===== src/rtl/cpu_pkg.sv =====
// rtl/cpu_pkg.sv - shared types and field constants for the LEGv8 ID stage
// Purpose: immediate-kind encoding, instruction field positions and the
//          branch / MOV shift constants used by imm_gen and id_imm_stage.
// Ports:   none (package).
package cpu_pkg;

   typedef enum logic [2:0] {
      IMM_NONE  = 3'd0,
      IMM_ALU   = 3'd1,
      IMM_DT    = 3'd2,
      IMM_BR    = 3'd3,
      IMM_CB    = 3'd4,
      IMM_MOV   = 3'd5,
      IMM_SHAMT = 3'd6
   } imm_sel_t;

   // I-format ALU immediate
   localparam int ALU_IMM_MSB   = 21;
   localparam int ALU_IMM_LSB   = 10;
   // D-format address offset
   localparam int DT_IMM_MSB    = 20;
   localparam int DT_IMM_LSB    = 12;
   // B-format branch offset
   localparam int BR_IMM_MSB    = 25;
   localparam int BR_IMM_LSB    = 0;
   // CB-format branch offset
   localparam int CB_IMM_MSB    = 23;
   localparam int CB_IMM_LSB    = 5;
   // IM-format MOV immediate and halfword select
   localparam int MOV_IMM_MSB   = 20;
   localparam int MOV_IMM_LSB   = 5;
   localparam int MOV_HW_MSB    = 22;
   localparam int MOV_HW_LSB    = 21;
   // R-format shift amount
   localparam int SHAMT_MSB     = 15;
   localparam int SHAMT_LSB     = 10;

   localparam int BR_CB_SHIFT   = 2;
   localparam int MOV_HW_SHIFT  = 16;

endpackage


===== src/rtl/imm_gen.sv =====
// rtl/imm_gen.sv - LEGv8 immediate extraction, extension and shift
// Purpose: produce the DATA_WIDTH immediate for the instruction in ID.
// Ports:   instr    [INSTR_WIDTH-1:0] instruction from IF/ID
//          imm_sel  [2:0]             immediate kind (imm_sel_t)
//          imm_next [DATA_WIDTH-1:0]  extended and shifted immediate
module imm_gen
   import cpu_pkg::*;
#(
   parameter int DATA_WIDTH  = 64,
   parameter int INSTR_WIDTH = 32
) (
   input  logic [INSTR_WIDTH-1:0] instr,
   input  logic [2:0]             imm_sel,
   output logic [DATA_WIDTH-1:0]  imm_next
);

   localparam int ALU_W   = ALU_IMM_MSB - ALU_IMM_LSB + 1;
   localparam int DT_W    = DT_IMM_MSB  - DT_IMM_LSB  + 1;
   localparam int BR_W    = BR_IMM_MSB  - BR_IMM_LSB  + 1;
   localparam int CB_W    = CB_IMM_MSB  - CB_IMM_LSB  + 1;
   localparam int MOV_W   = MOV_IMM_MSB - MOV_IMM_LSB + 1;
   localparam int SHAMT_W = SHAMT_MSB   - SHAMT_LSB   + 1;

   logic [DATA_WIDTH-1:0] alu_ext;
   logic [DATA_WIDTH-1:0] dt_ext;
   logic [DATA_WIDTH-1:0] br_ext;
   logic [DATA_WIDTH-1:0] cb_ext;
   logic [DATA_WIDTH-1:0] mov_ext;
   logic [DATA_WIDTH-1:0] shamt_ext;
   logic [6:0]            mov_shift;

   // Opcode bits above the widest field never feed the immediate.
   logic unused_instr_bits;
   assign unused_instr_bits = ^instr[INSTR_WIDTH-1:BR_IMM_MSB+1];

   zero_extender #(.IN_W(ALU_W), .OUT_W(DATA_WIDTH)) u_alu_ext (
      .din  (instr[ALU_IMM_MSB:ALU_IMM_LSB]),
      .dout (alu_ext)
   );

   sign_extender #(.IN_W(DT_W), .OUT_W(DATA_WIDTH)) u_dt_ext (
      .din  (instr[DT_IMM_MSB:DT_IMM_LSB]),
      .dout (dt_ext)
   );

   sign_extender #(.IN_W(BR_W), .OUT_W(DATA_WIDTH)) u_br_ext (
      .din  (instr[BR_IMM_MSB:BR_IMM_LSB]),
      .dout (br_ext)
   );

   sign_extender #(.IN_W(CB_W), .OUT_W(DATA_WIDTH)) u_cb_ext (
      .din  (instr[CB_IMM_MSB:CB_IMM_LSB]),
      .dout (cb_ext)
   );

   zero_extender #(.IN_W(MOV_W), .OUT_W(DATA_WIDTH)) u_mov_ext (
      .din  (instr[MOV_IMM_MSB:MOV_IMM_LSB]),
      .dout (mov_ext)
   );

   zero_extender #(.IN_W(SHAMT_W), .OUT_W(DATA_WIDTH)) u_shamt_ext (
      .din  (instr[SHAMT_MSB:SHAMT_LSB]),
      .dout (shamt_ext)
   );

   // hw * 16 is just hw placed above four zero bits; every hw value is legal.
   assign mov_shift = 7'(instr[MOV_HW_MSB:MOV_HW_LSB]) * 7'(MOV_HW_SHIFT);

   // Left shifts keep DATA_WIDTH; bits moved past the MSB are dropped.
   always_comb begin
      imm_next = '0;
      case (imm_sel)
         IMM_ALU:   imm_next = alu_ext;
         IMM_DT:    imm_next = dt_ext;
         IMM_BR:    imm_next = br_ext << BR_CB_SHIFT;
         IMM_CB:    imm_next = cb_ext << BR_CB_SHIFT;
         IMM_MOV:   imm_next = mov_ext << mov_shift;
         IMM_SHAMT: imm_next = shamt_ext;
         default:   imm_next = '0;
      endcase
   end

endmodule


===== src/rtl/sign_extender.sv =====
// rtl/sign_extender.sv - sign-extend an IN_W-bit field to OUT_W bits
// Purpose: combinational two's-complement sign extension.
// Ports:   din  [IN_W-1:0]  field to extend (MSB is the sign)
//          dout [OUT_W-1:0] sign-extended result
module sign_extender #(
   parameter int IN_W  = 9,
   parameter int OUT_W = 64
) (
   input  logic [IN_W-1:0]  din,
   output logic [OUT_W-1:0] dout
);

   assign dout = {{(OUT_W-IN_W){din[IN_W-1]}}, din};

endmodule


===== src/rtl/zero_extender.sv =====
// rtl/zero_extender.sv - zero-extend an IN_W-bit field to OUT_W bits
// Purpose: combinational zero extension.
// Ports:   din  [IN_W-1:0]  field to extend
//          dout [OUT_W-1:0] zero-extended result
module zero_extender #(
   parameter int IN_W  = 12,
   parameter int OUT_W = 64
) (
   input  logic [IN_W-1:0]  din,
   output logic [OUT_W-1:0] dout
);

   assign dout = {{(OUT_W-IN_W){1'b0}}, din};

endmodule


===== src/rtl/id_imm_stage.sv =====
// rtl/id_imm_stage.sv - ID immediate generation and ID/EX pipeline register
// Purpose: extend the ID instruction's immediate and register it with the
//          instruction, PC and valid bit under stall/flush control.
// Ports:   clk, reset (async, active-high)
//          instr_in, pc_in, valid_in, imm_sel  from IF/ID and control
//          stall, flush                        from the hazard unit
//          imm_q, instr_q, pc_q, valid_q       ID/EX register to EX
module id_imm_stage
   import cpu_pkg::*;
#(
   parameter int DATA_WIDTH  = 64,
   parameter int INSTR_WIDTH = 32
) (
   input  logic                   clk,
   input  logic                   reset,
   input  logic [INSTR_WIDTH-1:0] instr_in,
   input  logic [DATA_WIDTH-1:0]  pc_in,
   input  logic                   valid_in,
   input  logic [2:0]             imm_sel,
   input  logic                   stall,
   input  logic                   flush,
   output logic [DATA_WIDTH-1:0]  imm_q,
   output logic [INSTR_WIDTH-1:0] instr_q,
   output logic [DATA_WIDTH-1:0]  pc_q,
   output logic                   valid_q
);

   logic [DATA_WIDTH-1:0]  imm_next;
   logic [DATA_WIDTH-1:0]  imm_d;
   logic [INSTR_WIDTH-1:0] instr_d;
   logic [DATA_WIDTH-1:0]  pc_d;
   logic                   valid_d;

   imm_gen #(
      .DATA_WIDTH  (DATA_WIDTH),
      .INSTR_WIDTH (INSTR_WIDTH)
   ) u_imm_gen (
      .instr    (instr_in),
      .imm_sel  (imm_sel),
      .imm_next (imm_next)
   );

   // Flush beats stall: a squashed instruction must not survive a held stage.
   always_comb begin
      imm_d   = imm_next;
      instr_d = instr_in;
      pc_d    = pc_in;
      valid_d = valid_in;
      if (flush) begin
         imm_d   = '0;
         instr_d = '0;
         pc_d    = '0;
         valid_d = 1'b0;
      end else if (stall) begin
         imm_d   = imm_q;
         instr_d = instr_q;
         pc_d    = pc_q;
         valid_d = valid_q;
      end
   end

   always_ff @(posedge clk or posedge reset) begin
      if (reset) begin
         imm_q   <= '0;
         instr_q <= '0;
         pc_q    <= '0;
         valid_q <= 1'b0;
      end else begin
         imm_q   <= imm_d;
         instr_q <= instr_d;
         pc_q    <= pc_d;
         valid_q <= valid_d;
      end
   end

endmodule


===== config.mk =====
export PLATFORM = sky130hd
export DESIGN_NAME = id_imm_stage
export DESIGN_NICKNAME = d
export VERILOG_FILES = /design/src/rtl/cpu_pkg.sv /design/src/rtl/imm_gen.sv /design/src/rtl/sign_extender.sv /design/src/rtl/zero_extender.sv /design/src/rtl/id_imm_stage.sv
export SDC_FILE = /design/constraint.sdc
export NUM_CORES = 1
export LEC_CHECK = 0
export CAP_MARGIN = 0
export CORE_ASPECT_RATIO = 1.4
export CORE_MARGIN = 2
export CORE_UTILIZATION = 48
export CTS_BUF_LIST = sky130_fd_sc_hd__clkbuf_4
export CTS_CLUSTER_DIAMETER = 150
export DETAILED_ROUTE_END_ITERATION = 8
export GPL_TIMING_DRIVEN = 0
export PLACE_DENSITY = 0.83
export SLEW_MARGIN = 25
export SYNTH_ARGS = -nofsm -noshare
export SYNTH_HDL_FRONTEND = slang
export SYNTH_SLANG_ARGS = --single-unit

===== constraint.sdc =====
create_clock -name clk -period 6.3 [get_ports clk]
set_input_delay 1.26 -clock clk [delete_from_list [all_inputs] [get_ports clk]]
set_output_delay 1.26 -clock clk [all_outputs]
set_load 0.05 [all_outputs]

==> flow_metrics.env, run 1 <==
export IMPL_cp_startpoint="imm_q[3]$_DFFE_PP0P_"
export IMPL_rsz0062_at_grt="no"
export IMPL_synth_sequential_area_ratio=0.506
export IMPL_n_fill_cell=1230
export IMPL_reg2reg_slack_ns=5.25
export IMPL_finalHoldViolations=0
export IMPL_clk_pin_slew_ns=0.15
export IMPL_rows=55
export IMPL_yosys_area_top_type_share=0.506
export IMPL_worst_pin_slew_ns=0.700
export IMPL_cts_resized=0
export IMPL_die_area_um2=17600
export IMPL_period_share=0.497
export IMPL_nets=1117
export IMPL_fmax_mhz=319
export IMPL_cts_hold_buf=0
export IMPL_synth_edf_count=0
export IMPL_pre_cts_slack_ns=3.22
export IMPL_vias=7210
export IMPL_period_minus_slack_ns=3.13
export IMPL_cts_tree="built"
export IMPL_maxSlewViolCount=0
export IMPL_p_per_area_nw_per_um2=205
export IMPL_synthFlopType="dfrtp_1"
export IMPL_cp_slowest_stage_delay_ns=0.88
export IMPL_wl_um=26300
export IMPL_clock_root_buffer="clkbuf_4"
export IMPL_synthDistinctLibCells=39
export IMPL_synth_area_per_cell_um2=10.9
export IMPL_portBuffers=263
export IMPL_drc=0
export IMPL_p_leak_nw=4.81
export IMPL_htree_levels=4
export IMPL_grt_ovfl_total=0
export IMPL_syn2layout_area_growth_pct=40.1
export IMPL_grt_pass1_vias=7249
export IMPL_crit_chain="clkdlybuf4s50_1"
export IMPL_initial_core_util=0.492
export IMPL_synth_largest_area_cell="dfrtp_1"
export IMPL_utilization=0.689
export IMPL_die_w_um=113
export IMPL_reg2regPathDepth=3
export IMPL_hold_class="flop to flop"
export IMPL_ys_ff_latch=161
export IMPL_die_h_um=156
export IMPL_grt_max_degree=63
export IMPL_core_area_um2=16200
export IMPL_max_vdd_ir_drop_mv=0.118
export IMPL_synth_common_cells="dfrtp_1 (161), nor2_1 (98), mux2i_1 (97), a22oi_1 (85), nand2_1 (70)"
export IMPL_yosys_warnings=0
export IMPL_cp_start_kind="flop"
export IMPL_cp_num_buf_inv=1
export IMPL_placed_cell_area_um2=10900
export IMPL_async_reset_ff_frac=1.00
export IMPL_ant_nets=0
export IMPL_numCtsBuffers=17
export IMPL_outcome="finished clean"
export IMPL_globalplace_congestion=0.916
export IMPL_cp_required_ns=5.04
export IMPL_setup_viol=0
export IMPL_yosysMostFrequentCell="dfrtp_1"
export IMPL_drt_pass1_iterations=5
export IMPL_netlist_top_cells_area="dfrtp_1 (51%), mux2i_1 (12%), a22oi_1 (8.0%)"
export IMPL_worstSetupEndpoint="imm_q[3]"
export IMPL_netlist_instances=729
export IMPL_grt_pass1_wl_um=40600
export IMPL_finClkSkew_ns=0
export IMPL_insertion_delay_ns=0.55
export IMPL_timing_critical_path_depth=1
export IMPL_crit_fanout=3
export IMPL_drive_above_1_share=0.115
export IMPL_cpMaxStageDelayCell="clkdlybuf4s50_1"
export IMPL_grt_usage=0.297
export IMPL_routedWlPerCell_um=21.5
export IMPL_end_kind="output port"
export IMPL_clk_path_buf_depth=2
export IMPL_r2r_start="imm_q[3]$_DFFE_PP0P_"
export IMPL_max_slew_margin=0.531
export IMPL_fin_ws_ns=3.17
export IMPL_syn_area_um2=7960
export IMPL_synthesis_nets=833
export IMPL_cts_sinks=161
export IMPL_layout_cells_non_filler=1225
export IMPL_io_pins=265
export IMPL_via_per_inst=5.89
export IMPL_dp_cells=1193
export IMPL_dp_hpwl_um=19500
export IMPL_path_class="flop to output port"
export IMPL_drt_iter0_drc=552
export IMPL_cap_violations=0
export IMPL_post_cts_buffers=0
export IMPL_crit_arrival_ns=1.87
export IMPL_crit_family="buffers and inverters"
export IMPL_reg2reg_to="imm_q[3]$_DFFE_PP0P_"
export IMPL_fin_area_um2=11100
export IMPL_antenna_found_initial=1
==> registers in the layout, summed over array words and instances, names as in the netlist <==
signal / cells
imm_q: 64
pc_q: 64
instr_q: 32
valid_q: 1
==> metal layers <==
metal / vias up / GRT usage / part of all wire
met2: 417 / 0.519 / 0.51
met4: 0 / 0.135 / 0.039
met5: - / 0 / 0
li1: 3217 / - / -
met1: 3497 / 0.344 / 0.37
met3: 79 / 0.0720 / 0.087
==> layout by cell type (no fill, tap or decap), types with 2 or more instances in the layout <==
cell type        Yosys  final
buf_16               0      2
diode_2              0      2
xor2_1               2      2
nor2b_1             26     26
and3b_1              4      4
buf_4                5      5
clkinv_2             0      3
mux2_2              20     20
a221oi_1             2      2
nor4bb_1             3      3
mux2i_1             97     97
o21ai_0              7      7
clkbuf_4             0     20
a22oi_1             85     85
and4bb_2             2      2
and2_1               4      4
buf_1                3      3
buf_6               17     17
nor2_1              98     98
clkinv_4             0      2
clkbuf_1            13     13
a21oi_1              6      6
clkinvlp_4           0      2
dfrtp_1            161    161
o21ai_1              2      2
buf_2               33     33
nand2_1             70     70
clkdlybuf4s50_1      0    263
nor3b_2              2      2
a211oi_1             3      3
a32oi_1             48     48
==> how the worst min path moves through the flow <==
stage	start	end	slack [ns]	cells after the start
floorplan	imm_q[22]$_DFFE_PP0P_	imm_q[22]$_DFFE_PP0P_	0.75	2
global placement	pc_q[54]$_DFFE_PP0P_	pc_q[54]$_DFFE_PP0P_	0.50	2
detailed placement	pc_q[25]$_DFFE_PP0P_	pc_q[25]$_DFFE_PP0P_	0.51	2
CTS	pc_q[25]$_DFFE_PP0P_	pc_q[25]$_DFFE_PP0P_	0.54	2
global route	instr_q[7]$_DFFE_PP0P_	instr_q[7]$_DFFE_PP0P_	0.55	2
finish	pc_q[25]$_DFFE_PP0P_	pc_q[25]$_DFFE_PP0P_	0.53	2
==> where the power goes <==
group          total, mW  switching [mW]  internal [mW]  leakage (nW)
sequential          1.11          0.0301           1.08          2.17
clock              0.568           0.365          0.203         0.133
combinational      0.605           0.377          0.229          2.50
==> final cells by class <==
type,count,area (um^2),area share
Sequential cell,161,4030,0.361
Multi-Input combinational cell,494,3460,0.310
Timing Repair Buffer,265,2690,0.241
Buffer,72,468,0.0420
Tap cell,199,249,0.0223
Clock buffer,20,150,0.0135
Clock inverter,10,90.1,0.00808
Inverter,2,15.0,0.00135
Antenna cell,2,5.00,0.000449
==> metrics by stage <==
| stage | setup TNS [ns] | hold WS [ns] | total power [mW] |
|---|---|---|---|
| floorplan | 0 | 0.746 | 1.48 |
| global placement | -254.28 | 0.502 | 1.72 |
| detailed placement | 0 | 0.512 | 1.73 |
| CTS | 0 | 0.540 | 2.29 |
| global route | 0 | 0.553 | 2.37 |
| finish | 0 | 0.531 | 2.28 |
==> cell families (layout without fill, tap and decap cells) <==
logic type | count (synthesis) | in the layout | synth area share
simple gates | 217 | 217 | 0.127
mux | 117 | 117 | 0.150
buf+inv | 74 | 369 | 0.0597
compound gates | 158 | 158 | 0.154
xor+xnor | 2 | 2 | 0.00220
other cells | 0 | 2 | 0
flops | 161 | 161 | 0.506
No activity file was read; power rests on OpenSTA's default activity.
==> run 2: changes to the inputs <==
Clock period 6.3 ns to 3.1 ns, I/O delays scaled along.
==> run 2 against run 1 <==
  * Register-to-register slack got worse by 3.2 ns
  * Utilization increased by 0.78 points
  * Sequential power up 100%
  * First-iteration DRC count decreased by 4.2%
  * Count of clock-buffer cells in the layout down 3
  * Non-clock buffer count increased by 4
  * Critical path type unchanged
  * Final cell count up 0.41%
  * Via count shrank 0.29%
  * Power grew 110%
  * Critical endpoint is now imm_q[8]
  * Die area stayed put
  * Flip-flop and latch count is the same
==> flow_metrics.env, run 2 (synthesis gave the netlist of run 1 again) <==
export IMPL_outcome="finished clean"
export IMPL_reg2reg_slack_ns=2.05
export IMPL_cts_sinks=161
export IMPL_grt_pass1_wl_um=40000
export IMPL_wl_um=26100
export IMPL_rsz0062_at_grt="no"
export IMPL_grt_max_degree=33
export IMPL_cts_tree="built"
export IMPL_numCtsBuffers=17
export IMPL_crit_fanout=3
export IMPL_final_common_cell="clkdlybuf4s50_1"
export IMPL_n_fill_cell=1260
export IMPL_setup_viol=0
export IMPL_finalHoldViolations=0
export IMPL_cp_required_ns=2.48
export IMPL_die_area_um2=17600
export IMPL_initial_core_util=0.492
export IMPL_io_pins=265
export IMPL_max_vdd_ir_drop_mv=0.279
export IMPL_max_slew_margin=0.527
export IMPL_reg2regPathDepth=2
export IMPL_cts_resized=0
export IMPL_cp_slowest_stage_delay_ns=0.84
export IMPL_end_kind="output port"
export IMPL_reg2reg_to="imm_q[2]$_DFFE_PP0P_"
export IMPL_cap_violations=0
export IMPL_via_per_inst=5.84
export IMPL_grt_ovfl_total=0
export IMPL_worst_pin_slew_ns=0.707
export IMPL_htree_levels=4
export IMPL_portBuffers=263
export IMPL_drt_iter0_drc=529
export IMPL_insertion_delay_ns=0.54
export IMPL_final_cell_mix="clkdlybuf4s50_1 (263), dfrtp_1 (161), nor2_1 (98), mux2i_1 (97), a22oi_1 (85)"
export IMPL_crit_chain="clkdlybuf4s50_1"
export IMPL_die_h_um=156
export IMPL_p_per_area_nw_per_um2=424
export IMPL_fmax_mhz=403
export IMPL_crit_family="buffers and inverters"
export IMPL_multi_input_area_um2=3460
export IMPL_nets=1121
export IMPL_ant_nets=0
export IMPL_drc=0
export IMPL_r2r_start="imm_q[2]$_DFFE_PP0P_"
export IMPL_cts_hold_buf=0
export IMPL_crit_arrival_ns=1.86
export IMPL_vias=7189
export IMPL_antenna_found_initial=1
export IMPL_path_class="flop to output port"
export IMPL_reg_top3="imm_q (64), pc_q (64), instr_q (32)"
export IMPL_period_share=0.801
export IMPL_dp_hpwl_um=19800
export IMPL_cp_start_kind="flop"
export IMPL_seq_area_um2=4030
export IMPL_finalPower_mw=4.78
export IMPL_drive_above_1_share=0.119
export IMPL_routedWlPerCell_um=21.3
export IMPL_globalplace_congestion=0.892
export IMPL_syn2layout_area_growth_pct=41.7
export IMPL_fin_area_um2=11300
export IMPL_cpMaxStageDelayCell="clkdlybuf4s50_1"
export IMPL_post_cts_buffers=0
export IMPL_cp_num_buf_inv=1
export IMPL_maxSlewViolCount=0
export IMPL_grt_pass1_vias=7249
export IMPL_clk_pin_slew_ns=0.15
export IMPL_drt_pass1_iterations=6
export IMPL_grt_usage=0.293
export IMPL_clock_root_buffer="clkbuf_4"
export IMPL_rows=55
export IMPL_placed_cell_area_um2=11000
export IMPL_whs_ns=0.428
export IMPL_finClkSkew_ns=0
export IMPL_p_leak_nw=4.86
export IMPL_period_minus_slack_ns=2.48
export IMPL_die_w_um=113
export IMPL_core_area_um2=16200
export IMPL_clk_path_buf_depth=2
export IMPL_hold_class="input port to async pin"
## run 2: changes by cell type in the layout (fill, tap and decap cells not counted), sizes merged
cell      before  now
buf           60   64
clkbuf        34   31
bufinv         1    2
clkinv         6    7
clkinvlp       2    3
diode          2    1
inv            3    5
## run 2: worst max path at each step
| stage | slack [ns] | cells past startpoint | end | from |
|---|---|---|---|---|
| after global placement | -0.97 | 2 | imm_q[63]$_DFFE_PP0P_ | reset |
| after CTS | 0.58 | 1 | imm_q[3] | imm_q[3]$_DFFE_PP0P_ |
| after global routing | 0.54 | 1 | imm_q[4] | imm_q[4]$_DFFE_PP0P_ |
| after floorplan | 0.44 | 1 | imm_q[0]$_DFFE_PP0P_ | reset |
| after detailed placement | 0.71 | 5 | imm_q[18]$_DFFE_PP0P_ | instr_in[21] |
| final | 0.62 | 1 | imm_q[8] | imm_q[8]$_DFFE_PP0P_ |
## run 2: final cells by class
type,instances,area share
Sequential cell,161,0.357
Multi-Input combinational cell,494,0.306
Timing Repair Buffer,269,0.246
Buffer,72,0.0415
Tap cell,199,0.0221
Clock inverter,15,0.0140
Clock buffer,17,0.0113
Inverter,2,0.000999
Antenna cell,1,0.000222
## run 2: through the flow
step	TNS, ns	util	cells	setup WS [ns]
final	0	0.697	1230	0.616
after global routing	0	0.697	1230	0.538
after CTS	0	0.697	1229	0.576
after detailed placement	0	0.679	1197	0.712
after global placement	-153.54	0.671	1191	-0.970
after floorplan	0	-	729	0.437
## run 2: power by group
part / leakage (nW) / internal (mW) / switching, mW
Sequential: 2.17 / 2.20 / 0.0602
Clock: 0.148 / 0.486 / 0.801
Combinational: 2.54 / 0.476 / 0.765
Total: 4.86 / 3.16 / 1.63
## run 2: layer usage
layer  vias to the layer above  share of wire  global-route usage
met3                        92          0.084              0.0600
met2                       426           0.51               0.515
met1                      3440           0.36               0.335
met5                         -              0                   0
li1                       3231              -                   -
met4                         0          0.048               0.150
==> run 3: changes to the inputs <==
Clock period 3.1 ns to 2.3 ns, I/O delays scaled along.
==> run 3 against run 2 <==
  * Sequential share of layout area fell by 0.39 points
  * Final cell count did not move
  * Non-clock buffer count did not move
  * First-iteration DRC count fell by 3.6%
  * Highest routed layer unchanged
  * Count of clock-buffer cells in the layout did not move
  * Largest cell class unchanged
  * Combinational power rose by 34%
  * Wire length rose by 0.27%
  * Design area rose by 1.1%
  * Utilization rose by 0.77 points
  * Sequential power rose by 35%
  * Largest power group unchanged
==> flow_metrics.env, run 3 (synthesis gave the netlist of run 1 again) <==
export IMPL_outcome="finished clean"
export IMPL_htree_levels=4
export IMPL_crit_chain="clkdlybuf4s50_1"
export IMPL_globalplace_congestion=0.892
export IMPL_cts_hold_buf=0
export IMPL_crit_family="buffers and inverters"
export IMPL_antenna_found_initial=1
export IMPL_drt_pass1_iterations=5
export IMPL_period_minus_slack_ns=2.24
export IMPL_max_vdd_ir_drop_mv=0.373
export IMPL_via_per_inst=5.87
export IMPL_clock_root_buffer="clkbuf_4"
export IMPL_grt_max_degree=33
export IMPL_period_share=0.972
export IMPL_drive_above_1_share=0.119
export IMPL_p_sw_frac=0.340
export IMPL_p_per_area_nw_per_um2=565
export IMPL_syn2layout_area_growth_pct=43.2
export IMPL_seq_area_um2=4030
export IMPL_portBuffers=263
export IMPL_cp_slowest_stage_delay_ns=0.84
export IMPL_cts_tree="built"
export IMPL_ant_nets=0
export IMPL_cp_required_ns=1.84
export IMPL_n_fill_cell=1227
export IMPL_core_area_um2=16200
export IMPL_numCtsBuffers=17
export IMPL_internal_power_mw=4.24
export IMPL_drc=0
export IMPL_clkPwrFrac=0.270
export IMPL_final_common_cell="clkdlybuf4s50_1"
export IMPL_clk_pin_slew_ns=0.16
export IMPL_vias=7218
export IMPL_cpMaxStageDelayCell="clkdlybuf4s50_1"
export IMPL_worst_pin_slew_ns=0.670
export IMPL_die_w_um=113
export IMPL_cp_start_kind="flop"
export IMPL_io_pins=265
export IMPL_final_cell_mix="clkdlybuf4s50_1 (188), dfrtp_1 (161), nor2_1 (98), mux2i_1 (97), a22oi_1 (85)"
export IMPL_grt_pass1_wl_um=40000
export IMPL_fmax_mhz=447
export IMPL_die_h_um=156
export IMPL_multi_input_area_um2=3460
export IMPL_nets=1121
export IMPL_drt_iter0_drc=510
export IMPL_grt_ovfl_total=0
export IMPL_cp_num_buf_inv=1
export IMPL_routedWlPerCell_um=21.3
export IMPL_die_area_um2=17600
export IMPL_crit_arrival_ns=1.78
export IMPL_combPwrFrac=0.258
export IMPL_grt_usage=0.293
export IMPL_initial_core_util=0.492
export IMPL_wl_um=26200
export IMPL_rows=55
export IMPL_setup_viol=0
export IMPL_grt_pass1_vias=7249
export IMPL_whs_ns=0.269
export IMPL_p_leak_nw=5.94
export IMPL_max_slew_margin=0.551
export IMPL_dp_hpwl_um=19800
export IMPL_cap_violations=0
export IMPL_power_switching_mw=2.19
export IMPL_path_class="flop to output port"
export IMPL_crit_fanout=2
export IMPL_hold_class="input port to async pin"
export IMPL_utilization=0.705
export IMPL_maxSlewViolCount=0
export IMPL_setup_tns_ns=0
export IMPL_insertion_delay_ns=0.54
export IMPL_finalHoldViolations=0
export IMPL_reg_top3="imm_q (64), pc_q (64), instr_q (32)"
export IMPL_end_kind="output port"
export IMPL_clk_path_buf_depth=2
export IMPL_finClkSkew_ns=0
export IMPL_cts_sinks=161
export IMPL_pwr_share_seq=0.472
## run 3: metrics by stage
stage | setup WS [ns] | std cells | area (um^2) | total power, mW
2_1_floorplan | -0.203 | 729 | 7960 | 4.07
3_3_place_gp | -1.61 | 1191 | 10800 | 4.71
3_5_place_dp | 0.0716 | 1197 | 11000 | 4.76
4_1_cts | 0.000441 | 1229 | 11300 | 6.47
5_1_grt | -0.00138 | 1230 | 11400 | 6.68
6_report | 0.0633 | 1230 | 11400 | 6.44
## run 3: area by class of cell
type | count | area share
Antenna cell | 1 | 0.000220
Buffer | 72 | 0.0410
Clock buffer | 17 | 0.0112
Clock inverter | 15 | 0.0138
Inverter | 2 | 0.000988
Multi-Input combinational cell | 494 | 0.303
Sequential cell | 161 | 0.353
Tap cell | 199 | 0.0218
Timing Repair Buffer | 269 | 0.254
## run 3: final timing paths
| kind | startpoint | endpoint | slack (ns) | cells past startpoint |
|---|---|---|---|---|
| worst max-delay path | pc_q[61]$_DFFE_PP0P_ | pc_q[61] | 0.06 | 1 |
| worst min-delay path | reset | instr_q[28]$_DFFE_PP0P_ | 0.27 | 2 |
| worst max register to register | imm_q[5]$_DFFE_PP0P_ | imm_q[5]$_DFFE_PP0P_ | 1.28 | 3 |
| worst min register to register | pc_q[28]$_DFFE_PP0P_ | pc_q[28]$_DFFE_PP0P_ | 0.53 | 2 |
| max in group asynchronous | reset | imm_q[13]$_DFFE_PP0P_ | 1.32 | 4 |
| min in group clk | stall | imm_q[0]$_DFFE_PP0P_ | 0.34 | 4 |
## run 3: power groups by stage
stage	clock (mW)	sequential [mW]	combinational, mW
final	1.74	3.04	1.66
after global routing	1.88	3.05	1.74
after CTS	1.77	3.04	1.66
after detailed placement	0	3.10	1.67
after global placement	0	3.09	1.62
after floorplan	0	3.55	0.517
## run 3: what timing repair did
item,4_1_cts,5_1_grt
resized for setup,17,58
endpoints found under the setup margin,17,58
setup buffers,0,0
## run 3: layer usage
layer,wire length [um],track usage,vias up
li1,-,-,3234
met1,9680,0.335,3492
met2,13400,0.515,410
met3,1950,0.0600,82
met4,1140,0.150,0
met5,0,0,-
